<file path="src/rtl/fft_input_reorder.sv">
// Ping-pong reorder buffer ahead of the 32-point FFT: natural-order writes into one bank
// while the other bank streams out in bit-reversed order.
module fft_input_reorder #(
  parameter int DW    = 17,
  parameter int N     = 32,
  parameter int LOG2N = 5
) (
  input  logic             clk,
  input  logic             rst,
  input  logic             in_valid,
  output logic             in_ready,
  input  logic [DW-1:0]    in_r,
  input  logic [DW-1:0]    in_i,
  output logic             out_valid,
  output logic             out_start,
  output logic [DW-1:0]    out_r,
  output logic [DW-1:0]    out_i,
  output logic [LOG2N-1:0] out_idx
);

  localparam logic [LOG2N-1:0] LAST = {LOG2N{1'b1}};

  logic [2*DW-1:0]  mem [0:1][0:N-1];
  logic [1:0]       full;
  logic             wr_bank;
  logic [LOG2N-1:0] wr_cnt;
  logic             rd_bank;
  logic [LOG2N-1:0] rd_cnt;
  logic             wr_en;
  logic             rd_en;
  logic [LOG2N-1:0] rd_addr;
  logic [2*DW-1:0]  rd_word;
  logic [1:0]       full_nxt;

  function automatic logic [LOG2N-1:0] bitrev(input logic [LOG2N-1:0] v);
    logic [LOG2N-1:0] r;
    for (int b = 0; b < LOG2N; b++) r[b] = v[LOG2N-1-b];
    return r;
  endfunction

  assign in_ready = !full[wr_bank];
  assign wr_en    = in_valid && in_ready;
  assign rd_en    = full[rd_bank];
  assign rd_addr  = bitrev(rd_cnt);
  assign rd_word  = mem[rd_bank][rd_addr];

  // A bank being read is full and a bank being written is not, so the two updates never collide.
  always_comb begin
    full_nxt = full;
    if (rd_en && rd_cnt == LAST) full_nxt[rd_bank] = 1'b0;
    if (wr_en && wr_cnt == LAST) full_nxt[wr_bank] = 1'b1;
  end

  always_ff @(posedge clk) begin
    if (wr_en) mem[wr_bank][wr_cnt] <= {in_r, in_i};
  end

  always_ff @(posedge clk or posedge rst) begin
    if (rst) begin
      full    <= '0;
      wr_bank <= 1'b0;
      wr_cnt  <= '0;
      rd_bank <= 1'b0;
      rd_cnt  <= '0;
    end else begin
      full <= full_nxt;
      if (wr_en) begin
        wr_cnt <= wr_cnt + 1'b1;
        if (wr_cnt == LAST) wr_bank <= ~wr_bank;
      end
      if (rd_en) begin
        rd_cnt <= rd_cnt + 1'b1;
        if (rd_cnt == LAST) rd_bank <= ~rd_bank;
      end
    end
  end

  // Data and index hold their last values on idle cycles.
  always_ff @(posedge clk or posedge rst) begin
    if (rst) begin
      out_valid <= 1'b0;
      out_start <= 1'b0;
      out_r     <= '0;
      out_i     <= '0;
      out_idx   <= '0;
    end else if (rd_en) begin
      out_valid <= 1'b1;
      out_start <= (rd_cnt == '0);
      out_r     <= rd_word[2*DW-1:DW];
      out_i     <= rd_word[DW-1:0];
      out_idx   <= rd_cnt;
    end else begin
      out_valid <= 1'b0;
      out_start <= 1'b0;
    end
  end

endmodule

</file>
<file path="config.mk">
export PLATFORM = sky130hd
export DESIGN_NAME = fft_input_reorder
export DESIGN_NICKNAME = d
export VERILOG_FILES = /design/src/rtl/fft_input_reorder.sv
export SDC_FILE = /design/constraint.sdc
export NUM_CORES = 2
export LEC_CHECK = 0
export BUFFER_PORTS_ARGS = -buffer_cell sky130_fd_sc_hd__buf_2
export CAP_MARGIN = 20
export CORE_UTILIZATION = 55
export DETAILED_ROUTE_END_ITERATION = 12
export PLACE_DENSITY = 0.74
export SETUP_SLACK_MARGIN = 0.02
export SYNTH_ARGS = -nofsm -noshare
export SYNTH_HDL_FRONTEND = slang
export SYNTH_SLANG_ARGS = --single-unit
</file>
<file path="constraint.sdc">
create_clock -name clk -period 3.5 [get_ports clk]
set_input_delay 0.7 -clock clk [delete_from_list [all_inputs] [get_ports clk]]
set_output_delay 0.7 -clock clk [all_outputs]
set_load 0.02 [all_outputs]
</file>
# Yosys cells after proc, flatten, opt, wreduce, memory -nomap -nowiden
# Memories as Yosys holds them, arrays and structs flattened.
# Index checks and enable logic that the tools add are counted.
dict set report classes {
  shift 0
  div 0
  n_mul 0
  n_addsub 2
  order_cmp 7
  reduce_logical 10
  n_eq_ne 2
  n_bitwise 7
  muxes 19
}
# op n
set ops {}
lappend ops {{$mux 1088} 1}
lappend ops {{$bmux 34 s5} 1}
lappend ops {{$demux 34 s5} 1}
lappend ops {{$mux 34} 3}
lappend ops {{$ge 6x6->1 const B} 2}
lappend ops {{$not 5->6} 2}
lappend ops {{$add 5x1->5 const B} 2}
lappend ops {{$eq 5x5->1 const B} 2}
lappend ops {{$mux 1} 9}
lappend ops {{$logic_and 1x1->1} 6}
lappend ops {{$lt 6x1->1 const B} 1}
lappend ops {{$logic_not 5->1} 1}
lappend ops {{$lt 1x2->1 const B} 2}
lappend ops {{$mux 2} 2}
lappend ops {{$reduce_and 2->1} 2}
lappend ops {{$and 2x2->2} 1}
lappend ops {{$demux 1 s1} 2}
lappend ops {{$ge 1x1->1 const B} 2}
lappend ops {{$not 1->1} 2}
lappend ops {{$not 2->2} 1}
lappend ops {{$or 2x2->2} 1}
lappend ops {{$logic_not 1->1} 1}
dict set report totals {
  wordCells 58
  mem_bits_rw 2176
  memories 1
  mem_bits_ro 0
  latchBits 0
  in_bits 37
  reg_bits 55
  out_inout_bits 42
}
# name words word_bits read_ports rd_clocked_by_memory_dff write_ports line_no
set mem_list {}
lappend mem_list {mem 2 1088 1 0 1 23} ;# logic [2*DW-1:0] mem [0:1][0:N-1];

# Logic depth before layout (Yosys ltp)
dict set report depth {
  word_depth 9
  depth_mapped 11
  mapped_depth_nobuf 6
}

# Worst setup path before layout
# OpenSTA, ideal clock, no wires.
dict set report synth_path {
  path_type {register to register}
  start {reg wr_bank}
  end {mem mem[0][102] (netlist name), enable pin}
  stages_incl_launch_ff 6
  t_required_ns 3.075
  synth_period_minus_slack_ns 3.353
  slack_ns 0.147
  path_buffers 0
  arrival_time_ns 2.928
  setup_time_ns 0.425
  cell_sequence {dfrtp_1 > mux2i_1 > nand2_1 > nor2_1 > nand2_1 > nor2_1}
}
dict set report synth_between {
  elab_chain_len 6
}
# element line_no
set synth_lines {}
lappend synth_lines {{start: declaration} 25} ;# logic wr_bank;
lappend synth_lines {{start signal: assignment} 69} ;# if (wr_cnt == LAST) wr_bank <= ~wr_bank;
lappend synth_lines {{$mux 1 (not written as such) (2 in series)} 41} ;# assign in_ready = !full[wr_bank];
lappend synth_lines {{$logic_not 1->1} 41}
lappend synth_lines {{via in_ready} 11} ;# output logic in_ready,
lappend synth_lines {{$logic_and 1x1->1} 42} ;# assign wr_en = in_valid && in_ready;
lappend synth_lines {{$mux 1} 55} ;# if (wr_en) mem[wr_bank][wr_cnt] <= {in_r, in_i};
lappend synth_lines {{$mux 1088 (not written as such)} 55}
lappend synth_lines {{end: declaration} 23}
# The timed path passes the listed nets, and every way through them passes these cells. The select of a mux whose other input is x is not followed.

# Final worst setup path
dict set report layout_path {
  start {reg rd_cnt[0]}
  end {reg out_r[8]}
}
dict set report layout_between {
  elab_chain_len 4
}
# element line_no
set layout_lines {}
lappend layout_lines {{start: declaration} 28} ;# logic [LOG2N-1:0] rd_cnt;
lappend layout_lines {{start signal: assignment} 72} ;# rd_cnt <= rd_cnt + 1'b1;
lappend layout_lines {{$not 5->6 (not written as such)} 45} ;# assign rd_word = mem[rd_bank][rd_addr];
lappend layout_lines {{$bmux 34 s5} 45}
lappend layout_lines {{$mux 34 (not written as such) (2 in series)} 45}
lappend layout_lines {{end signal: assignment} 89} ;# out_r <= rd_word[2*DW-1:DW];
lappend layout_lines {{end: declaration} 16} ;# output logic [DW-1:0] out_r,
# No other way between the ends. The select of a mux whose other input is x is not followed.
# A chain may end at the register's enable or synchronous reset.

==> Implementation_results.wiki <==
{| class="wikitable"
! Metric !! Value
|-
| Critical path arrival || 3.82 ns
|-
| Tot GR Track Use || between 20% and 30%
|-
| Setup repair bufs after CTS || 0
|-
| Total number of vias || between 40000 and 50000
|-
| Final HPWL from detailed placement || ~130000 um
|-
| Least setup slack across all paths after layout || 0.3765 ns
|-
| Post-Synth XOR/XNOR Area || less than 1%
|-
| Number of optimization iterations in the first detailed-route pass || 6
|-
| Post-synthesis cell type count || between 40 and 50
|-
| Nets || 4020
|-
| Number of buffers inserted during clock tree synthesis || 208
|-
| Number of buffers inserted for hold repair after clock tree synthesis || 0
|-
| Number of buffers between clock root and the deepest sink || 3
|-
| Worst setup path class || reg -> reg
|-
| Post-Place Worst Slack || 0.4828 ns
|-
| Port-buffer cells || 78
|-
| Largest voltage drop on the vdd net || 0.5652 mV
|-
| Clock transition at path regs || around 0.060 ns
|-
| Area used by multi-input combinational logic || approximately 0.018 mm2
|-
| Congestion Overflow GR || 0
|-
| Die width || 395.0 um
|-
| Launching point of the worst reg2reg path || rd_cnt[0]$_DFFE_PP0P_
|-
| Final Routed Wirelength || around 230000 um
|-
| Via count of the first global-routing pass || around 42000
|-
| Top post-synthesis cells by area || sky130_fd_sc_hd__edfxtp_1, sky130_fd_sc_hd__mux4_2, sky130_fd_sc_hd__dfrtp_1, sky130_fd_sc_hd__mux2i_1, sky130_fd_sc_hd__a22oi_1
|-
| Part of the power in registers || a little over half
|-
| Multiplexer share of the synthesized area || 16.71%
|-
| Iteration-0 DRC count of the detailed router || 6563
|-
| Pin count of the biggest net entering global routing || 65
|-
| Number of antenna-violating nets in the routed design || 0
|-
| Fin Setup TNS || 0 ns
|-
| Synthesis Warnings || 0
|-
| Core Footprint || between 0.15 and 0.2 mm2
|-
| Die height || 395.0 um
|-
| Site Rows || between 100 and 150
|-
| Required time of the worst setup path || between 4 and 5 ns
|-
| Internal Dissipation || about 45 mW
|-
| Element type at the critical path start || flop
|-
| Synthesized Nets || approximately 3700
|-
| Avg Synthesized Cell Area || about 23 um2
|-
| Top library cells by usage in the layout, fill and taps aside || sky130_fd_sc_hd__edfxtp_1, sky130_fd_sc_hd__mux4_2, sky130_fd_sc_hd__clkbuf_16
|-
| Power dissipated by switching net loads || 15.14 mW
|-
| Worst setup path startpoint || rd_cnt[0]$_DFFE_PP0P_
|-
| Status || finished, final reports clean
|-
| Layout cell share with drive strength beyond 1 || around a third
|-
| Combinational share of power || 11.1%
|-
| Library cell with the largest summed area after synthesis || sky130_fd_sc_hd__edfxtp_1
|-
| Insertion delay of the later-clocked pin in the worst-skew pair || around 0.86 ns
|-
| # fillers || a little under 10000
|-
| Period utilization || between 80% and 90%
|-
| Worst slew margin relative to its limit || 23.84%
|-
| Area fraction in and, or, nand and nor cells after synthesis || 1.297%
|-
| Total power per unit cell area || about 620 mW/mm2
|-
| Dominant combinational cell family by area after synthesis || multiplexers
|-
| Portion of synthesized cell area occupied by the leading cell type || between 70% and 80%
|-
| Achievable clock frequency || around 320 MHz
|-
| Minimum clock period after layout || about 3.1 ns
|-
| Number of failing setup endpoints in the final timing report || 0
|-
| Count of H-tree levels built during CTS || 4
|-
| Max-slew violation total from the final report || 0
|-
| Root Buffer Master || sky130_fd_sc_hd__clkbuf_16
|-
| FF/Latch Area || about 0.067 mm2
|-
| Fraction of power consumed by the clock network || between 30% and 40%
|-
| Worst-case clock skew || ~0.057 ns
|-
| Number of gates resized after cts || 0
|-
| Die area || about 0.16 mm2
|-
| Hold WC Path Type || in -> async
|-
| Clock tree from TritonCTS || built
|-
| Yosys reg bits || 2231
|-
| # Max-Cap Violations || 0
|-
| GP Congestion || about 0.90
|-
| Complex-gate fraction of the synthesized area || under 10%
|-
| Cell count after synthesis || ~3600
|-
| Synthesis-to-layout area growth || 14.17%
|-
| Maximum fanout count along the critical path || 10
|-
| Leakage power of the design || 29.50 nW
|-
| Post-DR vias/cell || 6.880
|-
| Initial core utilization || about 56%
|-
| Fraction of the mapped netlist area in adder cells || 0.1178%
|-
| Number of flops mapped to enable cells by yosys || between 2000 and 2500
|-
| Portion of the post-synthesis area used by sequential elements || between 70% and 80%
|-
| Fin cells || roughly 6200
|-
| Unrepaired setup endpoints after global routing || no
|-
| Wire length of the first global-routing pass || 319900 um
|-
| Post-route DRC || 0
|-
| Commonest non-fill, non-tap cell in the layout || sky130_fd_sc_hd__edfxtp_1
|-
| Worst-Margin Slew || 1.142 ns
|-
| Count of endpoints failing hold in the final timing report || 0
|-
| Most used DFF post-synth || sky130_fd_sc_hd__edfxtp_1
|-
| Worst Setup End Kind || flop
|-
| Sw frac || roughly a quarter
|-
| Cell count after placement || approximately 5800
|-
| Post-synthesis cell area || ~0.085 mm2
|-
| Average routed wire per standard cell || 37.12 um
|-
| Total I/O pin count || 79
|-
| Number of antenna violations at the first check in global routing || 13
|-
| Share of synthesized registers carrying an async set or reset || 2.465%
|-
| TritonCTS sink count || ~2200
|}
per-layer routing:
metal / GRT usage [%] / wire (um)
met3: 8.556 / 31460
met1: 40.64 / 80790
met4: 11.27 / 9516
met2: 45.28 / 107400
met5: 0 / 53
power groups by stage:
stage / clock [mW] / combinational [mW] / sequential, mW
2_1_floorplan: 0 / 2.94 / 31.5
3_3_place_gp: 0 / 6.26 / 31.6
3_5_place_dp: 0 / 6.37 / 31.7
4_1_cts: 22.2 / 6.42 / 31.2
5_1_grt: 23.2 / 6.77 / 31.2
6_report: 22.1 / 6.63 / 31.2
cell usage after synthesis, drive strengths merged, types with 3 or more instances:
cell type / number
a22oi: 55
nor2: 102
o221ai: 24
o21ai: 24
clkbuf: 61
and3: 18
a22o: 5
mux4: 573
buf: 137
o22ai: 25
o31ai: 8
edfxtp: 2176
xnor2: 5
a221oi: 28
a21oi: 30
a31oi: 3
ha: 8
mux2i: 94
nand3b: 5
a211oi: 6
nor3: 13
nor2b: 6
a2111oi: 7
nand3: 20
inv: 6
mux2: 31
a32oi: 3
o211ai: 8
nand2: 74
o2bb2ai: 4
dfrtp: 55
flip-flops by register name, indices dropped and copies added, names as in the netlist:
signal,flops
out_i,17
out_start,1
out_valid,1
rd_bank,1
out_r,17
wr_cnt,5
rd_cnt,5
wr_bank,1
out_idx,5
mem,2176
full,2
area by class of cell:
class | instances | share of cell area [%]
clock inverter | 112 | 1.093
tap | 2030 | 2.619
clock buffer | 269 | 5.748
antenna | 1 | 0.002580
multi-input combinational | 1195 | 18.21
inverter | 8 | 0.03354
timing repair buffer | 331 | 3.493
sequential | 2231 | 68.80
path summary, 6_finish.rpt:
path / slack [ns] / endpoint / depth (start not counted)
setup / recovery: 0.38 / out_r[8]$_DFFE_PP0P_ / 6
hold / removal: 0.04 / out_valid$_DFF_PP0_ / 2
setup reg to reg: 0.38 / out_r[8]$_DFFE_PP0P_ / 6
hold reg to reg: 0.61 / wr_cnt[3]$_DFFE_PP0N_ / 2
max in group asynchronous: 2.69 / rd_cnt[4]$_DFFE_PP0P_ / 2
min in group clk: 0.12 / mem[0][338]$_DFFE_PP_ / 1
critical path, cell delays in order (launching register included):
cell and delay, ns:
sky130_fd_sc_hd__dfrtp_1 0.68, sky130_fd_sc_hd__inv_1 0.31, sky130_fd_sc_hd__nor3_1 0.30, sky130_fd_sc_hd__nand2_1 0.44, sky130_fd_sc_hd__buf_4 0.38, sky130_fd_sc_hd__a211oi_1 0.72
sky130_fd_sc_hd__nor4_1 0.12
cells by family after synthesis:
family / count (synthesis)
muxes: 698
and+or+nand+nor: 250
adders and majority gates: 8
DFF: 2231
buffers and inverters: 206
AOI/OAI and AO/OA: 234
xor gates and xnor gates: 5
metrics by stage:
step                instance area (um2)  hold WS, ns  total power, mW  utilization [%]
floorplan                         84960       0.5106            34.41                -
global placement                  89810       0.5726            37.91            58.85
detailed placement                89810       0.5872            38.07            58.85
CTS                               96450      0.02291            59.80            63.20
global route                      96990      0.05792            61.17            63.55
finish                            97000      0.03698            59.88            63.55
Note: power is estimated with default switching activity, not from simulation.
